$ cat src/rtl/fifo_uart_tx.sv
// Drains a synchronous FIFO (1-cycle registered read latency) and sends each word
// as a UART frame: one start bit, DWIDTH data bits LSB first, one stop bit.
module fifo_uart_tx #(
  parameter int DWIDTH       = 8,
  parameter int CLKS_PER_BIT = 16
) (
  input  logic              clk,
  input  logic              rst_n,
  input  logic              i_enable,
  input  logic              i_fifo_empty,
  input  logic [DWIDTH-1:0] i_fifo_data,
  output logic              o_fifo_rd_en,
  output logic              o_tx,
  output logic              o_busy,
  output logic              o_done
);

  localparam int BAUD_W = (CLKS_PER_BIT > 1) ? $clog2(CLKS_PER_BIT) : 1;
  localparam int BIT_W  = $clog2(DWIDTH + 1);
  localparam logic [BAUD_W-1:0] BAUD_LAST = BAUD_W'(CLKS_PER_BIT - 1);
  localparam logic [BAUD_W-1:0] BAUD_PRE  = BAUD_W'(CLKS_PER_BIT - 2);
  localparam logic [BIT_W-1:0]  BIT_LAST  = BIT_W'(DWIDTH - 1);

  typedef enum logic [2:0] {
    S_IDLE  = 3'd0,
    S_LOAD  = 3'd1,
    S_START = 3'd2,
    S_DATA  = 3'd3,
    S_STOP  = 3'd4
  } state_t;

  state_t              r_state;
  logic [BAUD_W-1:0]   r_baud;
  logic [BIT_W-1:0]    r_bit_cnt;
  logic [DWIDTH-1:0]   r_shift;
  logic                r_tx;
  logic                r_busy;
  logic                r_done;
  logic                w_pop;
  logic [DWIDTH-1:0]   w_shift_next;

  // Pop request: only from IDLE and never while the FIFO is empty or in reset
  always_comb begin
    w_pop = 1'b0;
    if ((r_state == S_IDLE) && i_enable && !i_fifo_empty && rst_n) begin
      w_pop = 1'b1;
    end else begin
      w_pop = 1'b0;
    end
  end

  assign w_shift_next = r_shift >> 1;

  // Frame sequencer; tx/busy/done are registered alongside the state
  always_ff @(posedge clk or negedge rst_n) begin
    if (!rst_n) begin
      r_state   <= S_IDLE;
      r_baud    <= '0;
      r_bit_cnt <= '0;
      r_shift   <= '0;
      r_tx      <= 1'b1;
      r_busy    <= 1'b0;
      r_done    <= 1'b0;
    end else begin
      case (r_state)
        S_IDLE: begin
          r_tx   <= 1'b1;
          r_done <= 1'b0;
          if (w_pop) begin
            r_state <= S_LOAD;
            r_busy  <= 1'b1;
          end else begin
            r_busy  <= 1'b0;
          end
        end
        S_LOAD: begin
          // FIFO data is valid now, one cycle after the pop
          r_shift   <= i_fifo_data;
          r_baud    <= '0;
          r_bit_cnt <= '0;
          r_tx      <= 1'b0;
          r_state   <= S_START;
        end
        S_START: begin
          if (r_baud == BAUD_LAST) begin
            r_baud  <= '0;
            r_tx    <= r_shift[0];
            r_state <= S_DATA;
          end else begin
            r_baud  <= r_baud + 1'b1;
          end
        end
        S_DATA: begin
          if (r_baud == BAUD_LAST) begin
            r_baud    <= '0;
            r_shift   <= w_shift_next;
            r_bit_cnt <= r_bit_cnt + 1'b1;
            if (r_bit_cnt == BIT_LAST) begin
              r_tx    <= 1'b1;
              r_state <= S_STOP;
            end else begin
              r_tx    <= w_shift_next[0];
            end
          end else begin
            r_baud <= r_baud + 1'b1;
          end
        end
        S_STOP: begin
          // done is set one cycle early so it lands on the final stop cycle
          r_done <= (r_baud == BAUD_PRE);
          if (r_baud == BAUD_LAST) begin
            r_baud  <= '0;
            r_busy  <= 1'b0;
            r_done  <= 1'b0;
            r_state <= S_IDLE;
          end else begin
            r_baud <= r_baud + 1'b1;
          end
        end
        default: begin
          r_state <= S_IDLE;
          r_tx    <= 1'b1;
          r_busy  <= 1'b0;
          r_done  <= 1'b0;
        end
      endcase
    end
  end

  assign o_fifo_rd_en = w_pop;
  assign o_tx         = r_tx;
  assign o_busy       = r_busy;
  assign o_done       = r_done;

endmodule

$ cat config.mk
export PLATFORM = sky130hd
export DESIGN_NAME = fifo_uart_tx
export DESIGN_NICKNAME = d
export VERILOG_FILES = /design/src/rtl/fifo_uart_tx.sv
export SDC_FILE = /design/constraint.sdc
export NUM_CORES = 1
export LEC_CHECK = 0
export ABC_CLOCK_PERIOD_IN_PS = 2009
export CAP_MARGIN = 20
export CORE_MARGIN = 8
export CORE_UTILIZATION = 57
export CTS_BUF_LIST = sky130_fd_sc_hd__clkbuf_2
export CTS_CLUSTER_DIAMETER = 150
export DETAILED_ROUTE_END_ITERATION = 16
export GPL_TIMING_DRIVEN = 0
export PLACE_DENSITY = 0.86
export SLEW_MARGIN = 20
export SYNTH_ARGS = -nofsm -noshare
export SYNTH_HDL_FRONTEND = slang
export SYNTH_SLANG_ARGS = --single-unit
$ cat constraint.sdc
create_clock -name clk -period 2.01 [get_ports clk]
set_input_delay 0.402 -clock clk [delete_from_list [all_inputs] [get_ports clk]]
set_output_delay 0.402 -clock clk [all_outputs]
set_load 0.01 [all_outputs]
Word-level counts from Yosys, hierarchy flattened
Index checks and enable logic that the tools add are counted.
- add/sub/neg operators: 2
- equality and inequality tests: 12
- muxes and demuxes: 22
- bitwise operators: 2
- reductions and logical operators: 13
- operator list (kind ; number):
    4-bit one-hot mux with 2 select lines ; 2
    8-bit one-hot mux with 2 select lines ; 1
    3-bit two-way mux ; 5
    3-bit one-hot mux with 5 select lines ; 1
    2-bit inequality test, second input constant ; 5
    4-bit by 1-bit adder with 4-bit output, second input constant ; 2
    4-bit == test, second input constant ; 2
    4-bit two-way mux ; 2
    8-bit two-way mux ; 1
    1-bit two-way mux ; 7
    3-bit by 2-bit == test with 1-bit output, second input constant ; 2
    3-bit OR reduction ; 2
    5-bit AND reduction ; 1
    4-bit by 3-bit == test with 1-bit output, second input constant ; 1
    1-bit one-hot mux with 4 select lines ; 1
    2-bit AND reduction ; 2
    2-bit nonzero test ; 2
    3-bit by 1-bit == test with 1-bit output, second input constant ; 1
    3-bit == test, second input constant ; 1
    1-bit logical AND ; 3
    3-bit zero test ; 1
    1-bit one-hot mux with 3 select lines ; 1
    3-bit AND reduction ; 1
    1-bit NOT ; 2
    other kinds (2) ; 2
- register bits: 22
- output and inout bits: 4
- logic and storage cells: 58

Logic depth before layout (Yosys ltp)
Gate-level depths: netlist of run 1.
- word-level depth: 7
- depth in mapped cells: 6
- gate-level depth less buffers: 5

Worst setup path after synthesis of run 1
Ideal clock, no wire load.
- path type: reg2reg
- start: reg r_baud[1]
- end: reg r_bit_cnt[2]
- library setup time: 0.121 ns
- data arrival time: 1.544 ns
- data required time: 1.889 ns
- path slack: 0.345 ns
- cell stages (with the launch flop): 7
- buffers on the path: 1
- clock period less this slack: 1.665 ns
- cells stage by stage: dfrtp_1 > ha_1 > and3_1 > buf_4 > nand2_1 > mux2_2 > a22o_1
- cells in the longest elaborated chain, start to end: 3
- ends and longest elaborated chain (what ; line ; source):
    start: declaration ; 33 ; logic [BAUD_W-1:0] r_baud;
    start signal: assignment ; 90 ; r_baud <= r_baud + 1'b1;
    start signal: assignment ; 105 ; r_baud <= r_baud + 1'b1;
    start signal: assignment ; 117 ; r_baud <= r_baud + 1'b1;
    4-bit == test ; 94 ; if (r_baud == BAUD_LAST) begin
    2-bit inequality test (no line) ; n/a ;
    2-bit AND reduction (no line) ; n/a ;
    end signal: assignment ; 97 ; r_bit_cnt <= r_bit_cnt + 1'b1;
    end: declaration ; 34 ; logic [BIT_W-1:0] r_bit_cnt;
No other way between the ends.
A chain may end at the register's enable or synchronous reset.

Worst setup path in the final report of run 1
- start: reg r_tx, in the netlist o_tx
- end: out o_tx
- RTL lines (what ; line ; source):
    start: declaration ; 36 ; logic r_tx;
    start signal: assignment ; 87 ; r_tx <= r_shift[0];
    start signal: assignment ; 102 ; r_tx <= w_shift_next[0];
    end: declaration ; 13 ; output logic o_tx,
No word-level cell between the ends.

==> results of run 1 <==
==> cell families after synthesis <==
family          after synthesis  synth area share [%]
simple gates                 50                  19.2
compound gates               48                  24.3
flops                        22                  43.4
buf+inv                      16                  6.10
mux                           4                  3.34
fa+ha+maj                     4                  3.74
==> per-layer routing <==
layer	wire length [um]	share of wire [%]	vias to the layer above	GRT usage (%)
met4	28	0.94	0	5.29
li1	-	-	579	-
met1	1310	44	568	18.4
met3	149	5.0	4	3.53
met2	1480	50	29	27.3
met5	0	0	-	0
==> cell type report <==
cell class | instances | area, um2 | share of cell area [%]
well taps | 28 | 35.0 | 2.30
flip-flops and latches | 22 | 553 | 36.3
inverters | 4 | 15.0 | 0.987
repair buffers | 21 | 201 | 13.2
clock buffers | 3 | 15.0 | 0.987
clock inverters | 1 | 3.75 | 0.247
multi-input cells | 106 | 643 | 42.3
plain buffers | 10 | 55.1 | 3.62
==> metrics by stage <==
step                      instance area (um2)  hold slack (ps)
after floorplan                          1270              106
after global placement                   1460              497
after detailed placement                 1460              504
after CTS                                1500              524
after global routing                     1520              238
final                                    1520              261
==> power breakdown <==
group | switching, uW | internal [uW] | leakage (uW) | total (uW)
Combinational | 475 | 443 | 0.000389 | 918
Clock | 137 | 43.2 | 0.0000140 | 180
Sequential | 174 | 607 | 0.000263 | 782
Total | 786 | 1090 | 0.000666 | 1880
==> sequential cells by signal, summed over array words and instances (netlist names) <==
| name | count |
|---|---|
| o_done | 1 |
| o_tx | 1 |
| o_busy | 1 |
| r_state | 3 |
| r_shift | 8 |
| r_baud | 4 |
| r_bit_cnt | 4 |
==> placed cells by master, fill, tap and decap left out, types with 4 or more instances in the layout <==
cell              n
inv_1             4
dfrtp_1          20
nor2_1            9
a22o_1            4
o22ai_1          17
buf_4             4
nand3_1           5
nand2_1          18
clkdlybuf4s50_1  13
nand2b_1          4
a21oi_1          11
o21ai_0           5
buf_2             6
==> timing repair <==
action,CTS,global route
setup buffers,1,2
hold buffers,3,0
pin swaps,0,2
gates cloned,0,0
setup endpoints to repair,2,2
endpoints found under the hold margin,11,0
resized for setup,10,4
==> synth_stat cells (4+ instances only) <==
cell,n
nand3_1,5
buf_2,5
dfrtp_1,21
o21ai_0,5
nand2_1,18
inv_1,4
o22ai_1,17
clkbuf_1,4
nand2b_1,4
nor2_1,9
a21oi_1,11
a22o_1,4
==> how the worst max path moves through the flow <==
stage | cells past startpoint | to | start | slack (ps)
finish | 1 | o_tx | o_tx | 150
global route | 6 | r_bit_cnt[3] | r_baud[0] | 40
CTS | 5 | o_fifo_rd_en | rst_n | 70
detailed placement | 4 | o_fifo_rd_en | rst_n | -1060
global placement | 4 | o_fifo_rd_en | rst_n | -1030
floorplan | 6 | r_bit_cnt[2] | r_baud[1] | 350
==> worst reg2reg max path: cells and delay by family, from the launching register on <==
kind / cells / cell delay (ps)
DFF: 1 / 480
adders and majority gates: 1 / 290
buffers and inverters: 1 / 150
and+or+nand+nor: 4 / 910
==> run summary, run 1 <==
STATUS
--------------------------------------------------------------------------------
Run status                                                          finished, final reports clean

STA
--------------------------------------------------------------------------------
Unrepaired setup endpoints after global routing                               no
Actual slew at the worst max-slew pin                                     546 ps
Final-report max-slew violation count                                          0
Clock period minus final worst setup slack                               1860 ps
F_max                                                                    536 MHz
Tcrit/Tclk final                                                           92.7%
Setup ws final                                                            146 ps
Fin Setup TNS                                                               0 ps
Final count of hold timing violations                                          0
Setup-violating endpoint count in the final report                             0
Final Skew                                                               16.4 ps
Max-Slew Margin vs Limit                                                   63.5%

CLOCK TREE
--------------------------------------------------------------------------------
TritonCTS clock tree                                                       built
TritonCTS Sinks                                                               22
Reg clk slew, reported paths                                              220 ps
Number of H-tree levels                                                        1
Skew-Pair Late Insertion Delay                                            340 ps
Num CTS Buffers                                                                3
Root buf cell                                                           clkbuf_2
Clock Path Buffers                                                             2

POWER
--------------------------------------------------------------------------------
Peak supply drop                                                      0.000716 V
Total power density per cell area                                    1240 nW/um2
Overall power                                                            1880 uW
Lkg Pwr                                                              0.000666 uW

PLACE
--------------------------------------------------------------------------------
Number of buffers inserted by port buffering                                  15
HPWL after DPL                                                           2.18 mm
Placed cell count                                                            187
Global placement routability congestion                                    0.809
Placement-stage worst setup slack                                       -1060 ps

FLOORPLAN
--------------------------------------------------------------------------------
Top Ports                                                                     16
Num rows                                                                      17
Die Span X                                                               63.3 um
Overall die height                                                       63.3 um
Total die area                                                          4000 um2
Core area                                                               2170 um2
Initial Utilization                                                        58.7%

WORST SETUP PATH
--------------------------------------------------------------------------------
Reg2Reg Setup Slack                                                       150 ps
Worst reg2reg endpoint                                              r_bit_cnt[3]
Setup crit end kind                                                  output port
Cells along the critical path                                       clkdlybuf4s50_1
CP startpoint kind                                                     flip-flop
Data arrival time of the critical path                                   1460 ps
Kind of critical path                                               flip-flop to output port
Reg2Reg Launch Point                                                   r_baud[0]
Required @ worst endpoint                                                1610 ps
CP peak stage delay                                                       590 ps
Max stage delay cell, worst path                                         dfstp_2
Maximum fanout along the worst path                                            3
R2R depth                                                                      6
Number of buffers and inverters on the critical path                           1
Crit-path leading delay family                                        flip-flops

CELLS AND AREA
--------------------------------------------------------------------------------
Layout Nets                                                                  183
N_diodes                                                                       0
Count of non-filler cells in the finished layout                             195
Area growth from synthesis to layout                                       19.6%
Final core utilization                                                     70.1%
Number of fill cells                                                         179
Fraction of final layout cells with drive strength greater than 1          12.0%

ROUTE
--------------------------------------------------------------------------------
Vias after detailed routing                                                 1180
Starting DRT DRC Count                                                        39
Aggregate routed wire length                                             2.97 mm
Post-route antenna net violation count                                         0
Vias/cell                                                                   6.05
Count of TritonRoute iterations in the first routing pass                      4
Detailed-route wire length per cell                                      15.2 um
Remaining DRCs                                                                 0

YOSYS
--------------------------------------------------------------------------------
Async set-reset flop share out of synthesis                                 100%
Sequential cell area fraction in the yosys report                          43.4%
Number of flip-flops and latches in the synthesized netlist                   22
Share of Yosys cell area claimed by the top area cell type                 41.3%
Post-Syn Instances                                                           144
Top_reg_cell synth                                                       dfrtp_1
Syn avg cell area                                                       8.84 um2
Post-synth design cell area                                             1270 um2
Number of warning messages in the yosys log                                    0
Number of distinct library cells after synthesis                              37
Cell type with the highest aggregate area in the netlist                 dfrtp_1
Main area contributors after synthesis                              dfrtp_1, o22ai_1, nand2_1
Syn nets                                                                     159
Post-synth EDFFs                                                               0

GLOBAL ROUTING
--------------------------------------------------------------------------------
Initial antenna violation count                                                0
Number of global-route vias before repair                                   1186
Global route overflow                                                          0
Overall routing resource usage                                             15.6%
Largest net degree at the start of global routing                             20
Global-route wire length before repair                                   5.22 mm

HOLD PATH
--------------------------------------------------------------------------------
HP Class                                                            input pin to asynchronous set/reset pin

FLOW RUN
--------------------------------------------------------------------------------
Number of maximum-capacitance violations                                       0

Power figures use the tool's default switching activity.
==> run 2, diff against run 1 <==
--- a/config.mk
+++ b/config.mk
@@ -14,6 +14,7 @@
 export DETAILED_ROUTE_END_ITERATION = 16
 export GPL_TIMING_DRIVEN = 0
 export PLACE_DENSITY = 0.86
+export SKIP_CTS_REPAIR_TIMING = 1
 export SLEW_MARGIN = 20
 export SYNTH_ARGS = -nofsm -noshare
 export SYNTH_HDL_FRONTEND = slang
==> constraint.sdc (replaced) <==
create_clock -name clk -period 2.01 [get_ports clk]
set_input_delay 0.402 -clock clk [delete_from_list [all_inputs] [get_ports clk]]
set_output_delay 0.402 -clock clk [all_outputs]
set_load 0.05 [all_outputs]
==> run 2 against run 1 <==
Worst hold slack lost 260 ps; final cell count decreased by 2.1%; the run now ends with negative setup slack left; maximum frequency fell by 7.8%; critical endpoint is now o_fifo_rd_en; clock power about the same; critical path depth increased by 3; cell area fell by 1.2%; die area unchanged; utilization down 0.87 points; power increased by 3.7%; count of clock-buffer cells in the layout up 1.
==> run summary, run 2 (same netlist as run 1, synthesis figures left out) <==
STATUS
-------------------------------------------------------------------------------------
Run status                                                               complete, but fails checks
Violated checks                                                          negative setup slack

GLOBAL ROUTING
-------------------------------------------------------------------------------------
Global-route wire length before repair                                        5.08 mm
Largest net degree at the start of global routing                                  24
Number of global-route vias before repair                                        1176
Overall routing resource usage                                                  15.0%
Global route overflow                                                               0
Initial antenna violation count                                                     0

FLOORPLAN
-------------------------------------------------------------------------------------
Total die area                                                               4000 um2
Top Ports                                                                          16
Initial Utilization                                                             58.7%
Num rows                                                                           17
Core area                                                                    2170 um2
Overall die height                                                            63.3 um
Die Span X                                                                    63.3 um

CELLS AND AREA
-------------------------------------------------------------------------------------
Most frequent standard cell in the layout excluding fill and tap cells        dfrtp_1
N_diodes                                                                            0
Final instance area                                                          1500 um2
Biggest register                                                              r_shift
Fraction of final layout cells with drive strength greater than 1               12.9%
Layout Nets                                                                       179
Area growth from synthesis to layout                                            18.1%
Flip-flop count of the largest register after layout                                8
Leading cell types in the layout, fill and taps excluded                 dfrtp_1, nand2_1, o22ai_1
Largest registers ranked by flip-flop count                              r_shift (8), r_baud (4), r_bit_cnt (4)

STA
-------------------------------------------------------------------------------------
Smallest hold slack                                                         0.0172 ps
Final Skew                                                                    25.4 ps
Unrepaired setup endpoints after global routing                                   yes
Tcrit/Tclk final                                                                 101%
Final-report max-slew violation count                                               0
Clock period minus final worst setup slack                                    2020 ps
Setup ws final                                                               -11.3 ps
Final count of hold timing violations                                               0
F_max                                                                         495 MHz
Actual slew at the worst max-slew pin                                          514 ps
Setup-violating endpoint count in the final report                                  1
Max-Slew Margin vs Limit                                                        65.8%

ROUTE
-------------------------------------------------------------------------------------
Post-route antenna net violation count                                              0
Detailed-route wire length per cell                                           15.4 um
Count of TritonRoute iterations in the first routing pass                           5
Vias after detailed routing                                                      1195
Starting DRT DRC Count                                                             50
Remaining DRCs                                                                      0
Vias/cell                                                                        6.26
Aggregate routed wire length                                                  2.95 mm

PLACE
-------------------------------------------------------------------------------------
Number of buffers inserted by port buffering                                       15
HPWL after DPL                                                                2.16 mm
Placed inst area                                                             1470 um2
Global placement routability congestion                                         0.881

POWER
-------------------------------------------------------------------------------------
Relative contribution of the clock network to total power                        9.4%
Total power density per cell area                                         1300 nW/um2
Lkg Pwr                                                                   0.000651 uW
Peak supply drop                                                           0.000752 V
Proportion of total power due to net switching                                  43.2%
Proportion of power drawn by combinational gates                                51.0%
Seq pwr share                                                                   39.6%
Net load switching power                                                       842 uW
Int Power                                                                     1110 uW

WORST SETUP PATH
-------------------------------------------------------------------------------------
Data arrival time of the critical path                                        1620 ps
Worst reg2reg endpoint                                                   r_bit_cnt[2]
CP peak stage delay                                                            420 ps
Maximum fanout along the worst path                                                10
Reg2Reg Launch Point                                                        r_baud[0]
Cells along the critical path                                            buf_2, buf_4, nor4_4, buf_6
Max stage delay cell, worst path                                              dfrtp_1
Kind of critical path                                                    flip-flop to output port
Required @ worst endpoint                                                     1610 ps
Setup crit end kind                                                       output port
R2R depth                                                                           6
Reg2Reg Setup Slack                                                            160 ps
CP startpoint kind                                                          flip-flop

CLOCK TREE
-------------------------------------------------------------------------------------
Number of H-tree levels                                                             1
TritonCTS clock tree                                                            built
Skew-Pair Late Insertion Delay                                                 320 ps
Reg clk slew, reported paths                                                   220 ps
Clock Path Buffers                                                                  2
TritonCTS Sinks                                                                    22
Num CTS Buffers                                                                     3
Root buf cell                                                                clkbuf_2

FLOW RUN
-------------------------------------------------------------------------------------
Number of maximum-capacitance violations                                            0

HOLD PATH
-------------------------------------------------------------------------------------
HP Class                                                                 input pin to asynchronous set/reset pin

## run 2: layout make-up
cell class	count	area (um2)
fill	186	667
multi-input combinational	106	658
sequential	22	553
timing repair buffer	15	149
buffer	12	72.6
tap	28	35.0
clock buffer	4	20.0
inverter	4	15.0
## run 2: worst max-delay path by stage
stage                     startpoint            to  slack (ps)  depth (start not counted)
final                     r_state[1]  o_fifo_rd_en         -10                          4
after global routing      r_state[1]  o_fifo_rd_en         -80                          4
after CTS                      rst_n  o_fifo_rd_en       -1370                          4
after detailed placement       rst_n  o_fifo_rd_en       -1370                          4
after global placement         rst_n  o_fifo_rd_en       -1330                          4
after floorplan           r_state[1]  o_fifo_rd_en         200                          3
## run 2: critical path, delay by kind of cell, from the launching register on
kind	cells	cell delay [ps]
buffers and inverters	3	580
and+or+nand+nor	1	290
DFF	1	420
## run 2: power by group through the flow
stage	clock [uW]	sequential, uW	combinational, uW
final	183	772	994
after floorplan	0	781	730
after detailed placement	0	775	983
after global routing	204	792	1110
after global placement	0	760	943
after CTS	184	765	984
## run 2: routing by layer
| metal | GRT usage, % | share of wire, % | vias to the layer above | wire [um] |
|---|---|---|---|---|
| li1 | - | - | 569 | - |
| met1 | 18.4 | 44 | 583 | 1290 |
| met2 | 25.2 | 51 | 36 | 1490 |
| met3 | 2.83 | 3.7 | 7 | 109 |
| met4 | 6.13 | 1.7 | 0 | 49 |
| met5 | 0 | 0 | - | 0 |
## run 2: per-stage QoR
step	instances	TNS, ps	power (uW)	utilization, %	setup WS (ps)
after floorplan	144	0	1510	-	204
after global placement	187	-2160	1700	67.9	-1330
after detailed placement	187	-2270	1760	67.9	-1370
after CTS	191	-1640	1930	68.8	-1370
after global routing	191	-83.1	2110	69.3	-82.8
final	191	-11.3	1950	69.3	-11.3
